==> src/rtl/alsu_req_arbiter.sv <==
// Two-port round-robin front end for a shared ALSU.
// Holds each command on the ALSU pins for its fixed latency, then returns the result.
module alsu_req_arbiter #(
  parameter int RESULT_LATENCY = 3,
  parameter int INVALID_WAIT   = 8,
  parameter bit FIRST_GRANT    = 1'b0
) (
  input  logic        clk,
  input  logic        rst,
  input  logic [1:0]  req_valid,
  output logic [1:0]  req_ready,
  input  logic [14:0] req0_cmd,
  input  logic [14:0] req1_cmd,
  input  logic [1:0]  req_bypass_B,
  output logic        resp_valid,
  input  logic        resp_ready,
  output logic        resp_id,
  output logic [5:0]  resp_data,
  output logic        resp_err,
  output logic [2:0]  alsu_opcode,
  output logic [2:0]  alsu_A,
  output logic [2:0]  alsu_B,
  output logic [6:0]  alsu_ctrl,
  input  logic [5:0]  alsu_out,
  output logic        busy
);

  localparam int CMAX = (RESULT_LATENCY > INVALID_WAIT) ?
                        RESULT_LATENCY : INVALID_WAIT;
  localparam int CW = $clog2(CMAX + 1);
  localparam logic [CW-1:0] LIM_OK  = CW'(RESULT_LATENCY - 1);
  localparam logic [CW-1:0] LIM_BAD = CW'(INVALID_WAIT - 1);
  localparam logic [6:0] IDLE_CTRL = 7'b0000010;

  typedef enum logic [1:0] {
    IDLE,
    ISSUE,
    ILLEGAL,
    RESP
  } state_t;

  state_t        state_q, state_d;
  logic [CW-1:0] cnt_q, cnt_d;
  logic          ptr_q;
  logic [14:0]   cmd_q;
  logic          bpb_q;
  logic          owner_q;
  logic [5:0]    data_q;
  logic          err_q;

  logic          gnt;
  logic          gnt_id;
  logic [14:0]   gnt_cmd;
  logic          gnt_bpb;
  logic [2:0]    gnt_op;
  logic          gnt_red;
  logic          gnt_byp;
  logic          gnt_bad;
  logic [CW-1:0] lim;
  logic          done;
  logic          drive;

  always_comb begin
    gnt_id = ptr_q;
    unique case (1'b1)
      (req_valid == 2'b11): gnt_id = ptr_q;
      (req_valid == 2'b01): gnt_id = 1'b0;
      (req_valid == 2'b10): gnt_id = 1'b1;
      default:              gnt_id = ptr_q;
    endcase
  end

  assign gnt       = rst && (state_q == IDLE) && (|req_valid);
  assign req_ready = !gnt ? 2'b00 : (gnt_id ? 2'b10 : 2'b01);

  assign gnt_cmd = gnt_id ? req1_cmd : req0_cmd;
  assign gnt_bpb = req_bypass_B[gnt_id];
  assign gnt_op  = gnt_cmd[14:12];
  assign gnt_red = gnt_cmd[2] | gnt_cmd[1];
  assign gnt_byp = gnt_cmd[0] | gnt_bpb;
  // Reduction flags are only meaningful for the AND/XOR opcodes
  assign gnt_bad = (gnt_op >= 3'd6) ||
                   ((gnt_op >= 3'd2) && gnt_red && !gnt_byp);

  assign lim  = (state_q == ISSUE) ? LIM_OK : LIM_BAD;
  assign done = (cnt_q == lim);

  always_comb begin
    state_d = state_q;
    unique case (state_q)
      IDLE: begin
        if (gnt) state_d = gnt_bad ? ILLEGAL : ISSUE;
      end
      ISSUE, ILLEGAL: begin
        if (done) state_d = RESP;
      end
      RESP: begin
        if (resp_ready) state_d = IDLE;
      end
      default: state_d = IDLE;
    endcase
  end

  always_comb begin
    cnt_d = cnt_q;
    if (state_d != state_q) begin
      cnt_d = '0;
    end else if (state_q == ISSUE || state_q == ILLEGAL) begin
      cnt_d = done ? cnt_q : cnt_q + 1'b1;
    end else begin
      cnt_d = '0;
    end
  end

  always_ff @(posedge clk) begin
    if (!rst) begin
      state_q <= IDLE;
      cnt_q   <= '0;
      ptr_q   <= FIRST_GRANT;
      cmd_q   <= '0;
      bpb_q   <= 1'b0;
      owner_q <= 1'b0;
      data_q  <= '0;
      err_q   <= 1'b0;
    end else begin
      state_q <= state_d;
      cnt_q   <= cnt_d;
      if (gnt) begin
        cmd_q   <= gnt_cmd;
        bpb_q   <= gnt_bpb;
        owner_q <= gnt_id;
        ptr_q   <= ~gnt_id;
      end
      if (state_q == ISSUE && done) begin
        data_q <= alsu_out;
        err_q  <= 1'b0;
      end
      if (state_q == ILLEGAL && done) begin
        data_q <= '0;
        err_q  <= 1'b1;
      end
    end
  end

  assign drive = (state_q == ISSUE) || (state_q == ILLEGAL);

  assign alsu_opcode = drive ? cmd_q[14:12] : 3'b000;
  assign alsu_A      = drive ? cmd_q[11:9]  : 3'b000;
  assign alsu_B      = drive ? cmd_q[8:6]   : 3'b000;
  assign alsu_ctrl   = drive ? {cmd_q[5:0], bpb_q} : IDLE_CTRL;

  assign resp_valid = (state_q == RESP);
  assign resp_id    = owner_q;
  assign resp_data  = data_q;
  assign resp_err   = err_q;
  assign busy       = (state_q != IDLE);

endmodule

==> config.mk <==
export PLATFORM = sky130hd
export DESIGN_NAME = alsu_req_arbiter
export DESIGN_NICKNAME = d
export VERILOG_FILES = /design/src/rtl/alsu_req_arbiter.sv
export SDC_FILE = /design/constraint.sdc
export NUM_CORES = 1
export LEC_CHECK = 0
export ABC_AREA = 1
export BUFFER_PORTS_ARGS = -buffer_cell sky130_fd_sc_hd__clkbuf_2
export CAP_MARGIN = 20
export CORE_UTILIZATION = 48
export CTS_CLUSTER_SIZE = 14
export DETAILED_ROUTE_END_ITERATION = 6
export PLACE_DENSITY = 0.79
export SLEW_MARGIN = 20
export SYNTH_ARGS = -nofsm -noshare
export SYNTH_HDL_FRONTEND = slang
export SYNTH_SLANG_ARGS = --single-unit
==> constraint.sdc <==
create_clock -name clk -period 2.57 [get_ports clk]
set_clock_uncertainty 0.1 [all_clocks]
set_input_delay 0.6425 -clock clk [delete_from_list [all_inputs] [get_ports clk]]
set_output_delay 0.6425 -clock clk [all_outputs]
set_load 0.05 [all_outputs]
==> impl_metrics.yaml <==
synth:
  synth_compound_area_share_pct: 7.11
  synth.distinct_cells: 30
  synth_xor_xnor_area_share_pct: 0.493
  synth_fp_nets: 331
  synth_area_per_cell_um2: 6.35
  yosys_warnings: 0
  synth-simple-area-share_pct: 37.6
  synth_fa_ha_area_share_pct: 5.63
  syn_area_um2: 1780
  synthMuxAreaShare_pct: 0
  ys_seq_area_share_pct: 34.9
  synthCells: 280
  synth_top_family_by_area: "simple AND/OR/NAND/NOR gates"
  ys_seq_elements: 31
critical_path:
  cp.required_ns: 1.83
  worst_path_most_repeated_cell: "inv_1"
  cp_max_fo: 3
  crit_chain: "clkbuf_2, inv_1, ha_1, inv_1, nand2_1, nand2_2, nand2_1, inv_1, clkbuf_4"
  crit_type: "primary input to primary output"
  max_stage_delay_ns: 0.32
  crit_path_start_kind: "primary input"
  slowest_stage: "ha_1"
  reg2reg_setup_slack_ns: 0.47
  cp.arrival_ns: 1.73
  end_kind: "primary output"
floorplanning:
  rows: 21
  core_area_um2: 3440
  start_util_pct: 51.6
  die-height_um: 62.8
  die_w_um: 62.8
  pin_count: 71
  die-area_um2: 3950
route:
  via_per_inst: 4.71
  routed_wl_mm: 4.02
  wire_per_inst_um: 9.93
  drt-initial-drc-count: 26
  drcViolationCount: 0
  vias: 1907
  ant_nets: 0
  firstDrtPassIters: 4
grt:
  grt_max_degree: 22
  track_usage_pct: 22.1
  grt_pass1_wl_mm: 6.85
  grt_pass1_vias: 1729
  use_met2_pct: 40.9
  grt_overflow: 0
  use_met3_pct: 6.75
  use_met1_pct: 22.0
  antenna_found_initial: 0
  grt-busiest-layer: "met2"
cts:
  ctsResizeCount: 0
  cts_htree_levels: 2
  clk_pin_slew_ns: 0.06
  cts_tree: "built"
  post_cts_buffers: 0
  clock-sinks: 31
  clock_latency_ns: 0.28
  root_buffer: "clkbuf_8"
  numCtsBuffers: 5
  cts_buffer_depth: 2
  hold_buffers: 0
timing:
  rsz0062_at_grt: "no"
  fin_crit_sh_pct: 96.2
  slew_headroom_pct: 80.8
  fin_ws_ns: 0.0988
  fmax_ghz: 0.405
  fin_tns_setup_ns: 0
  maxSlewViolCount: 0
  worst_slew_pin_slew_ns: 0.290
  finalCriticalPeriod_ns: 2.47
  setup_viol: 0
  hold_violations: 0
flow_run:
  maxCapViolations: 0
finish:
  mostFrequentLayoutCells: "107 x nand2_1, 56 x clkbuf_2, 51 x inv_1"
  stdcell_count: 405
  drive_gt1_share_pct: 27.0
  antennaDiodeCount: 0
  final_area_um2: 2340
  nets: 409
  final_common_cell: "nand2_1"
  synthToLayoutAreaGrowth_pct: 31.6
power:
  vdd_ir_drop_max_mv: 0.594
  cellLeakagePower_nw: 1.42
  p_per_area_nw_per_um2: 847
placement:
  io_buffers: 70
  place_area_um2: 2210
  dpl.hpwl_mm: 3.06
  gp_congestion: 0.840
  dpl.cell_count: 397
  pre_cts_slack_ns: 0.0445
run_status:
  status: "finished, final reports clean"
hold_path:
  hp-class: "flip-flop to flip-flop"
worst max-delay path, delay by kind of cell:
family | cells | cell delay, ns
adder cells (fa/ha/maj) | 1 | 0.32
AND/OR/NAND/NOR | 3 | 0.25
buffers and inverters | 5 | 0.51
state kept, by name, indices dropped and copies added, names as in the netlist:
signal	cells
resp_err	1
resp_data	6
resp_id	1
cmd_q	15
bpb_q	1
state_q	2
cnt_q	4
ptr_q	1
metal layers:
metal / wire, um / part of all wire (%) / vias to the layer above
li1: - / - / 1010
met1: 1710 / 43 / 838
met2: 2000 / 50 / 51
met3: 206 / 5.1 / 8
met4: 95 / 2.4 / 0
met5: 0 / 0 / -
cell type report:
class,instances,area (um2)
Inverter,55,209
Timing Repair Buffer,79,447
Multi-Input combinational cell,186,903
Sequential cell,31,622
Tap cell,46,57.6
Fill cell,308,1100
Clock buffer,8,100
worst paths after layout:
kind / startpoint / to / cells past startpoint
min: resp_data[0] / resp_data[0] / 2
min reg2reg: resp_data[0] / resp_data[0] / 2
max: req_valid[0] / req_ready[1] / 9
max reg2reg: state_q[1] / cnt_q[1] / 13
per-stage QoR:
step / power, mW / hold slack [ns] / util (%)
after floorplan: 1.33 / 0.345 / -
after global placement: 1.54 / 0.350 / 64.2
after detailed placement: 1.55 / 0.358 / 64.2
after CTS: 1.98 / 0.366 / 67.1
after global routing: 2.12 / 0.371 / 67.9
final: 1.98 / 0.365 / 67.9
Yosys cell counts:
master	instances	area share [%]
buf_2	2	0.56
or2_2	1	0.35
nand3_2	1	0.56
nand3b_1	2	0.84
nand4_2	1	0.70
xor2_1	1	0.49
buf_1	1	0.21
buf_4	1	0.42
o21ai_1	3	0.84
inv_1	51	11
nor2_4	1	0.63
nor2_1	3	0.63
nor3_4	1	0.92
a31oi_1	1	0.35
inv_2	2	0.42
o31ai_1	1	0.42
nand3_1	29	8.2
dfxtp_1	31	35
buf_6	1	0.63
a21oi_1	12	3.4
nand2_1	107	23
clkinv_1	1	0.21
a211oi_1	1	0.42
o21ai_0	6	1.7
inv_4	1	0.35
nand4_1	1	0.35
nand2_2	2	0.70
nor3_1	4	1.1
ha_1	8	5.6
clkbuf_1	3	0.63
power breakdown:
| part | switching [mW] | internal (mW) | leakage (nW) | total, mW |
|---|---|---|---|---|
| clock network | 0.171 | 0.244 | 0.0515 | 0.415 |
| registers | 0.0547 | 0.568 | 0.254 | 0.623 |
| logic | 0.651 | 0.291 | 1.11 | 0.942 |
| total | 0.877 | 1.10 | 1.42 | 1.98 |
logic make-up after synthesis:
group,after synthesis
XOR/XNOR,1
buffers and inverters,63
AND/OR/NAND/NOR,153
flip-flops,31
adder cells (fa/ha/maj),8
AO/OA/AOI/OAI,24
(Power assumes the default switching activity.)
